$ cat config.mk
export PLATFORM = sky130hd
export DESIGN_NAME = tage_update_ctrl_flat
export DESIGN_NICKNAME = d
export VERILOG_FILES = /design/src/rtl/tage_update_ctrl_if.sv /design/src/rtl/tage_update_ctrl.sv /design/src/flat_wrapper.sv
export SDC_FILE = /design/constraint.sdc
export NUM_CORES = 1
export LEC_CHECK = 0
export BUFFER_PORTS_ARGS = -buffer_cell sky130_fd_sc_hd__buf_2
export CAP_MARGIN = 10
export CORE_UTILIZATION = 55
export CTS_CLUSTER_DIAMETER = 60
export DETAILED_ROUTE_END_ITERATION = 8
export PLACE_DENSITY = 0.75
export SLEW_MARGIN = 15
export SYNTH_ARGS = -nofsm -noshare
export SYNTH_HDL_FRONTEND = slang
export SYNTH_SLANG_ARGS = --single-unit
export TNS_END_PERCENT = 50
$ cat constraint.sdc
create_clock -name clk_i -period 12.21 [get_ports clk_i]
set_input_delay 1.221 -clock clk_i [delete_from_list [all_inputs] [get_ports clk_i]]
set_output_delay 1.221 -clock clk_i [all_outputs]
set_load 0.005 [all_outputs]
$ cat src/rtl/tage_update_ctrl_if.sv
// Front-end bus of tage_update_ctrl: lookup request, prediction pulse and branch resolve.
// Also holds tage_pkg (domain_t), shared with the table side.
`ifndef TAGE_IDX_WIDTH
`define TAGE_IDX_WIDTH 10
`endif

package tage_pkg;
   typedef logic [1:0] domain_t;
endpackage

interface tage_update_ctrl_if #(
   parameter int NUM_TABLES = 4,
   parameter int IDX_W      = `TAGE_IDX_WIDTH,
   parameter int TAG_W      = 9
);
   logic                          lk_valid;
   logic                          lk_ready;
   logic [NUM_TABLES*IDX_W-1:0]   lk_idx;
   logic [NUM_TABLES*TAG_W-1:0]   lk_tag;
   tage_pkg::domain_t             lk_domain;
   logic                          base_pred;
   logic                          pred_valid;
   logic                          pred_taken;
   logic                          res_valid;
   logic                          res_ready;
   logic                          res_taken;
   logic [31:0]                   res_targ;

   modport master (
      output lk_valid, lk_idx, lk_tag, lk_domain, base_pred, res_valid, res_taken, res_targ,
      input  lk_ready, pred_valid, pred_taken, res_ready
   );

   modport slave (
      input  lk_valid, lk_idx, lk_tag, lk_domain, base_pred, res_valid, res_taken, res_targ,
      output lk_ready, pred_valid, pred_taken, res_ready
   );
endinterface

$ cat src/rtl/tage_update_ctrl.sv
// TAGE lookup/update initiator: provider/alternate selection, in-order in-flight FIFO, table update.
// Optional macro TAGE_ALLOC_LFSR_EN: LFSR-randomised choice between the two lowest allocation candidates.
`ifndef TAGE_IDX_WIDTH
`define TAGE_IDX_WIDTH 10
`endif

module tage_update_ctrl #(
   parameter int NUM_TABLES = 4,
   parameter int IDX_W      = `TAGE_IDX_WIDTH,
   parameter int TAG_W      = 9,
   parameter int FIFO_DEPTH = 8
) (
   input  logic                        clk_i,
   input  logic                        rst_ni,
   tage_update_ctrl_if.slave           bus,
   output logic [NUM_TABLES*IDX_W-1:0] tbl_idx_o,
   output logic [NUM_TABLES*TAG_W-1:0] tbl_tag_o,
   output tage_pkg::domain_t           domain_o,
   output logic [31:0]                 targ_o,
   input  logic [NUM_TABLES-1:0]       tbl_hit_i,
   input  logic [NUM_TABLES-1:0]       tbl_pred_i,
   input  logic [NUM_TABLES-1:0]       tbl_new_i,
   input  logic [2*NUM_TABLES-1:0]     tbl_u_i,
   output logic                        br_result_o,
   output logic                        update_u_o,
   output logic [NUM_TABLES-1:0]       provider_o,
   output logic [NUM_TABLES-1:0]       dec_u_o,
   output logic [NUM_TABLES-1:0]       alloc_o
);
   localparam int DEPTH_W = $clog2(FIFO_DEPTH);
   localparam int PTR_W   = DEPTH_W + 1;
   localparam int P_W     = (NUM_TABLES > 1) ? $clog2(NUM_TABLES) : 1;
   localparam logic [NUM_TABLES-1:0] ONE_T = {{(NUM_TABLES-1){1'b0}}, 1'b1};

   typedef enum logic [1:0] {IDLE, LK_RSP, RELOOK, UPDATE} state_t;

   state_t                       r_state, w_state_next;
   logic [PTR_W-1:0]             r_wr_ptr, r_rd_ptr;
   logic                         r_pred_valid, r_pred_taken;
   logic                         r_res_taken;
   logic [31:0]                  r_res_targ;

   logic [NUM_TABLES*IDX_W-1:0]  r_fifo_idx   [FIFO_DEPTH];
   logic [NUM_TABLES*TAG_W-1:0]  r_fifo_tag   [FIFO_DEPTH];
   tage_pkg::domain_t            r_fifo_dom   [FIFO_DEPTH];
   logic                         r_fifo_pv    [FIFO_DEPTH];
   logic [P_W-1:0]               r_fifo_p     [FIFO_DEPTH];
   logic                         r_fifo_ppred [FIFO_DEPTH];
   logic                         r_fifo_apred [FIFO_DEPTH];

   logic                         w_empty, w_full;
   logic                         w_res_ready, w_res_acc, w_lk_ready, w_lk_acc;
   logic [DEPTH_W-1:0]           w_wr_addr, w_rd_addr;
   logic                         w_prov_found, w_alt_found;
   logic [P_W-1:0]               w_prov, w_alt;
   logic                         w_ppred, w_apred;
   logic                         w_head_pv, w_head_ppred, w_head_apred;
   logic [P_W-1:0]               w_head_p;
   logic [NUM_TABLES-1:0]        w_above, w_cand, w_cand_low, w_alloc_sel;
   logic                         w_top_ok, w_mispred;
   logic                         w_unused;

   assign w_unused  = ^tbl_u_i;

   // Wrap bit distinguishes full from empty when the low pointer bits match.
   assign w_wr_addr = r_wr_ptr[DEPTH_W-1:0];
   assign w_rd_addr = r_rd_ptr[DEPTH_W-1:0];
   assign w_empty   = (r_wr_ptr == r_rd_ptr);
   assign w_full    = (r_wr_ptr[DEPTH_W] != r_rd_ptr[DEPTH_W]) && (w_wr_addr == w_rd_addr);

   assign w_res_ready = (r_state == IDLE) && !w_empty;
   assign w_res_acc   = bus.res_valid && w_res_ready;
   assign w_lk_ready  = (r_state == IDLE) && !w_full && !w_res_acc;
   assign w_lk_acc    = bus.lk_valid && w_lk_ready;

   assign bus.res_ready  = w_res_ready;
   assign bus.lk_ready   = w_lk_ready;
   assign bus.pred_valid = r_pred_valid;
   assign bus.pred_taken = r_pred_taken;

   // Ascending scan: each new hit demotes the previous provider to alternate.
   always_comb begin
      w_prov_found = 1'b0;
      w_alt_found  = 1'b0;
      w_prov       = '0;
      w_alt        = '0;
      for (int j = 0; j < NUM_TABLES; j++) begin
         if (tbl_hit_i[j]) begin
            w_alt_found  = w_prov_found;
            w_alt        = w_prov;
            w_prov_found = 1'b1;
            w_prov       = P_W'(j);
         end
      end
   end

   assign w_ppred = w_prov_found ? tbl_pred_i[w_prov] : bus.base_pred;
   assign w_apred = w_alt_found  ? tbl_pred_i[w_alt]  : bus.base_pred;

   assign w_head_pv    = r_fifo_pv[w_rd_addr];
   assign w_head_p     = r_fifo_p[w_rd_addr];
   assign w_head_ppred = r_fifo_ppred[w_rd_addr];
   assign w_head_apred = r_fifo_apred[w_rd_addr];

   generate
      for (genvar gi = 0; gi < NUM_TABLES; gi++) begin : g_above
         assign w_above[gi] = !w_head_pv || (gi > int'(w_head_p));
      end
   endgenerate

   assign w_cand     = tbl_new_i & w_above;
   assign w_cand_low = w_cand & (~w_cand + ONE_T);
   assign w_top_ok   = !w_head_pv || (int'(w_head_p) < NUM_TABLES - 1);
   assign w_mispred  = (w_head_ppred != r_res_taken);

`ifdef TAGE_ALLOC_LFSR_EN
   logic [15:0]           r_lfsr;
   logic [NUM_TABLES-1:0] w_cand_rest, w_cand_2nd;

   assign w_cand_rest = w_cand & ~w_cand_low;
   assign w_cand_2nd  = w_cand_rest & (~w_cand_rest + ONE_T);
   assign w_alloc_sel = ((|w_cand_rest) && r_lfsr[0]) ? w_cand_2nd : w_cand_low;

   always_ff @(posedge clk_i or negedge rst_ni) begin
      if (!rst_ni) begin
         r_lfsr <= 16'hACE1;
      end else begin
         r_lfsr <= {r_lfsr[14:0], r_lfsr[15] ^ r_lfsr[13] ^ r_lfsr[12] ^ r_lfsr[10]};
      end
   end
`else
   assign w_alloc_sel = w_cand_low;
`endif

   always_ff @(posedge clk_i) begin
      if (w_lk_acc) begin
         r_fifo_idx[w_wr_addr] <= bus.lk_idx;
         r_fifo_tag[w_wr_addr] <= bus.lk_tag;
         r_fifo_dom[w_wr_addr] <= bus.lk_domain;
      end
      if (r_state == LK_RSP) begin
         r_fifo_pv[w_wr_addr]    <= w_prov_found;
         r_fifo_p[w_wr_addr]     <= w_prov;
         r_fifo_ppred[w_wr_addr] <= w_ppred;
         r_fifo_apred[w_wr_addr] <= w_apred;
      end
   end

   // Tail pointer advances only once the prediction fields of the entry are written.
   always_ff @(posedge clk_i or negedge rst_ni) begin
      if (!rst_ni) begin
         r_state      <= IDLE;
         r_wr_ptr     <= '0;
         r_rd_ptr     <= '0;
         r_pred_valid <= 1'b0;
         r_pred_taken <= 1'b0;
         r_res_taken  <= 1'b0;
         r_res_targ   <= '0;
      end else begin
         r_state      <= w_state_next;
         r_pred_valid <= (r_state == LK_RSP);
         r_pred_taken <= (r_state == LK_RSP) ? w_ppred : 1'b0;
         if (r_state == LK_RSP) r_wr_ptr <= r_wr_ptr + 1'b1;
         if (r_state == UPDATE) r_rd_ptr <= r_rd_ptr + 1'b1;
         if (w_res_acc) begin
            r_res_taken <= bus.res_taken;
            r_res_targ  <= bus.res_targ;
         end
      end
   end

   always_comb begin
      w_state_next = r_state;
      tbl_idx_o    = '0;
      tbl_tag_o    = '0;
      domain_o     = '0;
      targ_o       = '0;
      br_result_o  = 1'b0;
      update_u_o   = 1'b0;
      provider_o   = '0;
      dec_u_o      = '0;
      alloc_o      = '0;
      case (r_state)
         IDLE: begin
            if (w_res_acc) begin
               w_state_next = RELOOK;
            end else if (w_lk_acc) begin
               w_state_next = LK_RSP;
               tbl_idx_o    = bus.lk_idx;
               tbl_tag_o    = bus.lk_tag;
               domain_o     = bus.lk_domain;
            end
         end
         LK_RSP: w_state_next = IDLE;
         RELOOK: begin
            w_state_next = UPDATE;
            tbl_idx_o    = r_fifo_idx[w_rd_addr];
            tbl_tag_o    = r_fifo_tag[w_rd_addr];
            domain_o     = r_fifo_dom[w_rd_addr];
            targ_o       = r_res_targ;
         end
         UPDATE: begin
            w_state_next = IDLE;
            tbl_idx_o    = r_fifo_idx[w_rd_addr];
            tbl_tag_o    = r_fifo_tag[w_rd_addr];
            domain_o     = r_fifo_dom[w_rd_addr];
            targ_o       = r_res_targ;
            br_result_o  = r_res_taken;
            if (w_head_pv) provider_o[w_head_p] = 1'b1;
            update_u_o   = w_head_pv && (w_head_ppred != w_head_apred);
            if (w_mispred && w_top_ok) begin
               if (|w_cand) alloc_o = w_alloc_sel;
               else         dec_u_o = w_above;
            end
         end
         default: w_state_next = IDLE;
      endcase
   end
endmodule

$ cat src/flat_wrapper.sv
// flat-port wrapper written by rule: the top's interface ports become plain ports
module tage_update_ctrl_flat 
#(
   parameter int NUM_TABLES = 4,
   parameter int IDX_W      = `TAGE_IDX_WIDTH,
   parameter int TAG_W      = 9,
   parameter int FIFO_DEPTH = 8
)
  (clk_i, rst_ni, tbl_idx_o, tbl_tag_o, domain_o, targ_o, tbl_hit_i, tbl_pred_i, tbl_new_i, tbl_u_i, br_result_o, update_u_o, provider_o, dec_u_o, alloc_o, bus_lk_valid, bus_lk_idx, bus_lk_tag, bus_lk_domain, bus_base_pred, bus_res_valid, bus_res_taken, bus_res_targ, bus_lk_ready, bus_pred_valid, bus_pred_taken, bus_res_ready);
  tage_update_ctrl_if #(.NUM_TABLES(NUM_TABLES), .IDX_W(IDX_W), .TAG_W(TAG_W)) bus_i ();
  input  logic clk_i;
  input  logic rst_ni;
  output logic [NUM_TABLES*IDX_W-1:0] tbl_idx_o;
  output logic [NUM_TABLES*TAG_W-1:0] tbl_tag_o;
  output tage_pkg::domain_t domain_o;
  output logic [31:0] targ_o;
  input  logic [NUM_TABLES-1:0] tbl_hit_i;
  input  logic [NUM_TABLES-1:0] tbl_pred_i;
  input  logic [NUM_TABLES-1:0] tbl_new_i;
  input  logic [2*NUM_TABLES-1:0] tbl_u_i;
  output logic br_result_o;
  output logic update_u_o;
  output logic [NUM_TABLES-1:0] provider_o;
  output logic [NUM_TABLES-1:0] dec_u_o;
  output logic [NUM_TABLES-1:0] alloc_o;
  input wire logic [$bits(bus_i.lk_valid)-1:0] bus_lk_valid;
  input wire logic [$bits(bus_i.lk_idx)-1:0] bus_lk_idx;
  input wire logic [$bits(bus_i.lk_tag)-1:0] bus_lk_tag;
  input wire logic [$bits(bus_i.lk_domain)-1:0] bus_lk_domain;
  input wire logic [$bits(bus_i.base_pred)-1:0] bus_base_pred;
  input wire logic [$bits(bus_i.res_valid)-1:0] bus_res_valid;
  input wire logic [$bits(bus_i.res_taken)-1:0] bus_res_taken;
  input wire logic [$bits(bus_i.res_targ)-1:0] bus_res_targ;
  output wire logic [$bits(bus_i.lk_ready)-1:0] bus_lk_ready;
  output wire logic [$bits(bus_i.pred_valid)-1:0] bus_pred_valid;
  output wire logic [$bits(bus_i.pred_taken)-1:0] bus_pred_taken;
  output wire logic [$bits(bus_i.res_ready)-1:0] bus_res_ready;
  assign bus_i.lk_valid = bus_lk_valid;
  assign bus_i.lk_idx = bus_lk_idx;
  assign bus_i.lk_tag = bus_lk_tag;
  assign bus_i.lk_domain = bus_lk_domain;
  assign bus_i.base_pred = bus_base_pred;
  assign bus_i.res_valid = bus_res_valid;
  assign bus_i.res_taken = bus_res_taken;
  assign bus_i.res_targ = bus_res_targ;
  assign bus_lk_ready = bus_i.lk_ready;
  assign bus_pred_valid = bus_i.pred_valid;
  assign bus_pred_taken = bus_i.pred_taken;
  assign bus_res_ready = bus_i.res_ready;
  tage_update_ctrl #(.NUM_TABLES(NUM_TABLES), .IDX_W(IDX_W), .TAG_W(TAG_W), .FIFO_DEPTH(FIFO_DEPTH)) u_core (.clk_i(clk_i), .rst_ni(rst_ni), .bus(bus_i), .tbl_idx_o(tbl_idx_o), .tbl_tag_o(tbl_tag_o), .domain_o(domain_o), .targ_o(targ_o), .tbl_hit_i(tbl_hit_i), .tbl_pred_i(tbl_pred_i), .tbl_new_i(tbl_new_i), .tbl_u_i(tbl_u_i), .br_result_o(br_result_o), .update_u_o(update_u_o), .provider_o(provider_o), .dec_u_o(dec_u_o), .alloc_o(alloc_o));
endmodule
* Word level (Yosys, flattened, before mapping)
Memory sizes are Yosys's and may differ from the RTL's.
Index checks and enable logic that the tools add are counted.
** Word-level totals
- Output and inout bits :: 128
- Logic and storage cells :: 106
- Bits of input ports :: 136
- Memories kept :: 7
- Register bits :: 45
- Memory bits (writable) :: 664
** Cells by class
- $lt $le $gt $ge :: 8
- Reductions and logical operators :: 21
- Bitwise gates (word level) :: 3
- Add/sub/neg operators :: 3
- Equality and inequality tests :: 9
- Multiplexer cells :: 48
** Memory list
- u_core.r_fifo_idx :: words 8, bits a word 40, read ports 1, clocked after Yosys merged registers in 0, write ports 1, line tage_update_ctrl.sv:43 : logic [NUM_TABLES*IDX_W-1:0] r_fifo_idx [FIFO_DEPTH];
- u_core.r_fifo_tag :: words 8, bits a word 36, read ports 1, clocked after Yosys merged registers in 0, write ports 1, line tage_update_ctrl.sv:44 : logic [NUM_TABLES*TAG_W-1:0] r_fifo_tag [FIFO_DEPTH];
- u_core.r_fifo_dom :: words 8, bits a word 2, read ports 1, clocked after Yosys merged registers in 0, write ports 1, line tage_update_ctrl.sv:45 : tage_pkg::domain_t r_fifo_dom [FIFO_DEPTH];
- u_core.r_fifo_p :: words 8, bits a word 2, read ports 1, clocked after Yosys merged registers in 0, write ports 1, line tage_update_ctrl.sv:47 : logic [P_W-1:0] r_fifo_p [FIFO_DEPTH];
- u_core.r_fifo_apred :: words 8, bits a word 1, read ports 1, clocked after Yosys merged registers in 0, write ports 1, line tage_update_ctrl.sv:49 : logic r_fifo_apred [FIFO_DEPTH];
- u_core.r_fifo_ppred :: words 8, bits a word 1, read ports 1, clocked after Yosys merged registers in 0, write ports 1, line tage_update_ctrl.sv:48 : logic r_fifo_ppred [FIFO_DEPTH];
- +1 memories
** Operator list (number)
- $mux W40 :: 2
- $pmux W40 S2 :: 1
- $mux W36 :: 2
- $pmux W36 S2 :: 1
- $mux W32 :: 1
- $mux W4 :: 8
- $mux W1 :: 20
- $mux W2 :: 8
- $add A4 B1 Y4 const B :: 3
- $logic_and A1 B1 Y1 :: 9
- $lt A2 B3 Y1 const B :: 3
- $and A4 B4 Y4 :: 2
- $pmux W2 S3 :: 1
- $bmux W1 S2 :: 2
- $eq A2 B2 Y1 const B :: 2
- $eq A4 B4 Y1 :: 1
- $gt A2 B2 Y1 const A :: 2
- $logic_not A1 Y1 :: 4
- $logic_or A1 B1 Y1 :: 4
- $not A4 Y4 :: 1
- $pmux W2 S2 :: 1
- $reduce_or A2 Y1 :: 2
- $reduce_or A4 Y1 :: 1
- $eq A3 B3 Y1 :: 1
- other kinds (8) :: 10

* Longest topological paths before layout
- Depth after elaboration :: 10
- Depth in mapped cells :: 8
- Mapped depth without buffers :: 5

* Worst setup path after synthesis
Ideal clock, no wire load.
- Kind :: input-to-reg
- Start :: input port bus_res_valid
- End :: memory u_core.r_fifo_dom[0][0] (netlist bit) (enable)
- Setup slack :: 1.546 ns
- Stages on the path :: 4
- Buffers on the path :: 1
- Data arrival time :: 9.929 ns
- Data required time :: 11.476 ns
- Setup time :: 0.734 ns
- Cell sequence :: a31oi_1 > o211a_1 > clkbuf_1 > nor4b_1
** Between the ends
- Longest elaborated chain between the ends :: 6
** RTL lines
- from (decl) :: line flat_wrapper.sv:31 : input wire logic [$bits(bus_i.res_valid)-1:0] bus_res_valid;
- $logic_and A1 B1 Y1 :: line tage_update_ctrl.sv:72 : assign w_res_acc = bus.res_valid && w_res_ready;
- $logic_not A1 Y1 :: line tage_update_ctrl.sv:73 : assign w_lk_ready = (r_state == IDLE) && !w_full && !w_res_acc;
- $logic_and A1 B1 Y1 :: line tage_update_ctrl.sv:73
- $logic_and A1 B1 Y1 :: line tage_update_ctrl.sv:74 : assign w_lk_acc = bus.lk_valid && w_lk_ready;
- $mux W1 :: line tage_update_ctrl.sv:136 : if (w_lk_acc) begin
- $mux W1 (implied by the code) :: line tage_update_ctrl.sv:139 : r_fifo_dom[w_wr_addr] <= bus.lk_domain;
- to (decl) :: line tage_update_ctrl.sv:45
No other way between the ends.

* Final worst setup path
- Start :: register u_core.r_rd_ptr[0]
- End :: output port tbl_tag_o[8]
** Between the ends
- Longest elaborated chain between the ends :: 10
- Elaborated cells on any way between the ends :: 15
- Classes of those cells :: eq/ne: 2; mux: 3; reduce/logical: 9; memory: 1
** RTL lines
- from (decl) :: line tage_update_ctrl.sv:38 : logic [PTR_W-1:0] r_wr_ptr, r_rd_ptr;
- from (signal assigned) :: line tage_update_ctrl.sv:164 : if (r_state == UPDATE) r_rd_ptr <= r_rd_ptr + 1'b1;
- $eq A4 B4 Y1 :: line tage_update_ctrl.sv:68 : assign w_empty = (r_wr_ptr == r_rd_ptr);
- $logic_not A1 Y1 :: line tage_update_ctrl.sv:71 : assign w_res_ready = (r_state == IDLE) && !w_empty;
- $logic_and A1 B1 Y1 :: line tage_update_ctrl.sv:71
- $logic_and A1 B1 Y1 :: line tage_update_ctrl.sv:72
- $logic_not A1 Y1 :: line tage_update_ctrl.sv:73
- $logic_and A1 B1 Y1 :: line tage_update_ctrl.sv:73
- $logic_and A1 B1 Y1 :: line tage_update_ctrl.sv:74
- $mux W36 :: line tage_update_ctrl.sv:187 : end else if (w_lk_acc) begin
- $mux W36 :: line tage_update_ctrl.sv:185 : if (w_res_acc) begin
- $pmux W36 S2 * :: line tage_update_ctrl.sv:183 : case (r_state)
- to (decl) :: line flat_wrapper.sv:14 : output logic [NUM_TABLES*TAG_W-1:0] tbl_tag_o;
Mark *: on every way between the ends. The rest lies on a longest branch, timed or not.

==> metrics.cfg <==
[status]
run_status = finished, final reports clean

[setup_path]
buffers_inverters_on_critical_path = 3
reg2reg_depth = 7
worstPathCellList = buf_4, xnor2_1, and4_1, o211a_4, buf_4, a22o_1, buf_2
reg2reg_from = u_core.r_rd_ptr[0]$_DFFE_PN0P_
critPathMostFrequentCell = sky130_fd_sc_hd__buf_4
critPathRequiredTime_ns = 10.99
critical_path_arrival_ns = 4.59
worst_r2r_endpoint = u_core.r_fifo_tag[0][4]$_DFFE_PP_
setup.reg_to_reg.worst_slack_ns = 7.29
cpMaxStageDelayCell = sky130_fd_sc_hd__buf_4
critical_path.startpoint_type = flip-flop
path_delay_family = buffers and inverters
path_class = flip-flop to output port
critical_path.max_fanout = 71
worstSetupEndpointType = output port
critical-path-max-stage-delay_ns = 0.87

[cts]
clock_latency_ns = 0.60
clock_tree_from_tritoncts = built
hold_buffers = 0
cts.clk_slew.worst_paths_ns = 0.06
cts.sink_count = 709
ctsLongestPathBuffers = 3
cts_post_setup_buffers_inserted = 0
cts_inserted_buffers = 72
cts_root_buffer = sky130_fd_sc_hd__clkbuf_16
htreeDepth = 3
cts.repair.resized = 0

[global_route]
gr-usage-all-layers_pct = 22.65
grt_busiest_layer = met2
grt_max_degree = 76
antenna_violations_before_repair = 11
number_of_global_route_vias_before_repair = 14580
met1_grt_util_pct = 30.27
grt_pass1_wl_um = 87580
met2_track_demand_over_resource_pct = 37.43
grtUsageMet3_pct = 4.525
globalRoute.totalOverflow = 0

[logic_synthesis]
synthTopCellsByArea = sky130_fd_sc_hd__edfxtp_1, sky130_fd_sc_hd__mux4_2, sky130_fd_sc_hd__mux2_2
synth_nets = 1438
synthesized_area_per_cell_um2 = 21.57
ys_async_sr_fraction_pct = 6.347
netlist_instances = 1300
netlist_area_um2 = 28040
synth_seq_cells = 709
yosysWarnings = 0
synth_largest_type_area_fraction_pct = 71.11
yosys_most_used_dff = sky130_fd_sc_hd__edfxtp_1
yosysUniqueCellTypes = 50
synth_top_cell_by_area = sky130_fd_sc_hd__edfxtp_1
synth.yosys.seq_area_share_pct = 75.13
synth-edff-count = 664

[finish]
most_used_cells_in_the_layout_excluding_fill_and_tap_cells = sky130_fd_sc_hd__edfxtp_1, sky130_fd_sc_hd__buf_2, sky130_fd_sc_hd__mux4_2
layout.cells.non_filler = 2307
most_common_cell_after_layout_fill_and_taps_aside = sky130_fd_sc_hd__edfxtp_1
layout-area-overhead-vs-synth_pct = 15.57
drive_above_1_share_pct = 41.68
num-nets-final = 1713

[power]
static-leakage-power_nw = 11.09
power_per_cell_area_nw_per_um2 = 224.7
vdd.ir_drop.worst_v = 0.0001504

[timing]
report.final.hold_viol_count = 0
minimum_period_implied_by_the_final_worst_setup_slack_ns = 5.815
timing.clock.skew_ns = 0.01409
fin_crit_sh_pct = 47.62
setup_viol = 0
slew_violations = 0
max-slew-margin-rel_pct = 23.71
rsz0062_at_grt = no
tightest_slew_ns = 1.144
timing.fmax_ghz = 0.1720
setup_total_negative_slack_ns = 0

[place]
gp_congestion = 0.7973
dp_hpwl_um = 30500
placement.io_buffers = 255
dp_cells = 2173

[drt]
postRouteAntennaNets = 0
num_vias = 13770
wire_per_inst_um = 24.99
drc_violation_total_after_the_first_tritonroute_iteration = 1018
dr.pass1.iters = 5
totalWireLength_um = 57650
routed_via_density = 5.967
route.detailed.drc = 0

[floorplanning]
design.die.area_um2 = 51890
die_w_um = 227.8
design.core.area_um2 = 50270
initial_utilization_pct = 55.77
rows = 82
die_y_um = 227.8
design.portCount = 264

[min_path]
holdCritStartpoint = u_core.r_res_targ[21]$_DFFE_PN0P_
holdCritPathClass = flip-flop to flip-flop
holdPathEnd = u_core.r_res_targ[21]$_DFFE_PN0P_
worstHoldPathCells = 1

[flow_run]
maxCapViolations = 0

## through the flow
step	cell area [um^2]	util, %	hold slack [ns]	setup WS, ns	power, mW
6_report	32410	64.46	0.4966	6.395	7.283
4_1_cts	32380	64.40	0.4968	6.250	7.365
2_1_floorplan	28040	-	0.4619	1.546	4.561
3_3_place_gp	30090	59.86	0.4787	6.935	5.204
3_5_place_dp	30090	59.86	0.4855	6.888	5.245
5_1_grt	32400	64.46	0.5056	6.074	7.605
## cell type report
| cell class | instances | area (um^2) |
|---|---|---|
| flip-flops and latches | 709 | 21080 |
| repair buffers | 280 | 1466 |
| clock buffers | 100 | 2043 |
| inverters | 5 | 18.77 |
| diodes | 6 | 15.01 |
| well taps | 672 | 840.8 |
| clock inverters | 28 | 242.7 |
| multi-input cells | 507 | 6699 |
| fillers | 3325 | 17870 |
## how the worst max path moves through the flow
stage / startpoint / endpoint / slack, ns / cells after the start
3_3_place_gp: u_core.r_rd_ptr[0]$_DFFE_PN0P_ / tbl_idx_o[28] / 6.94 / 7
2_1_floorplan: bus_res_valid / u_core.r_fifo_dom[0][0]$_DFFE_PP_ / 1.55 / 4
4_1_cts: u_core.r_rd_ptr[0]$_DFFE_PN0P_ / tbl_idx_o[28] / 6.25 / 7
6_report: u_core.r_rd_ptr[0]$_DFFE_PN0P_ / tbl_tag_o[8] / 6.40 / 7
3_5_place_dp: u_core.r_rd_ptr[0]$_DFFE_PN0P_ / tbl_tag_o[0] / 6.89 / 7
5_1_grt: u_core.r_rd_ptr[0]$_DFFE_PN0P_ / tbl_idx_o[28] / 6.07 / 7
## synthesized netlist by cell type, drive strengths merged, types with 3 or more instances
cell	count
a22o	78
and2	35
buf	28
clkbuf	51
dfrtp	45
edfxtp	664
inv	5
mux2	116
mux2i	4
mux4	164
nand2	21
nand2b	9
nor2	20
nor3	9
nor3b	3
nor4b	5
o21ai	3
xnor2	10
## routing by layer
metal  wire [um]  up-vias
met4        1256       10
li1            -     5975
met5          70        -
met3        3115       92
met2       29120      383
met1       24090     7306
## sequential cells by signal (all words and copies together), names as in the netlist, 2 cells and up
| register | flops |
|---|---|
| u_core.r_fifo_apred | 8 |
| u_core.r_fifo_pv | 8 |
| u_core.r_fifo_dom | 16 |
| u_core.r_fifo_tag | 288 |
| u_core.r_wr_ptr | 4 |
| u_core.r_fifo_ppred | 8 |
| u_core.r_res_targ | 32 |
| u_core.r_fifo_idx | 320 |
| u_core.r_fifo_p | 16 |
| u_core.r_state | 2 |
| u_core.r_rd_ptr | 4 |
## report_power, final
part	internal [mW]	total, mW	switching, mW	leakage (nW)
sequential	2.87	3.06	0.187	6.50
clock	1.24	2.11	0.874	1.12
combinational	1.12	2.11	0.988	3.47
total	5.23	7.28	2.05	11.1
## logic make-up after synthesis
logic type	share of synthesized area, %
adder cells (fa/ha/maj)	0.1249
flip-flops	75.13
XOR/XNOR	0.3436
AND/OR/NAND/NOR	2.311
multiplexers	18.00
AO/OA/AOI/OAI	2.865
buffers and inverters	1.227
Power figures use the tool's default switching activity.
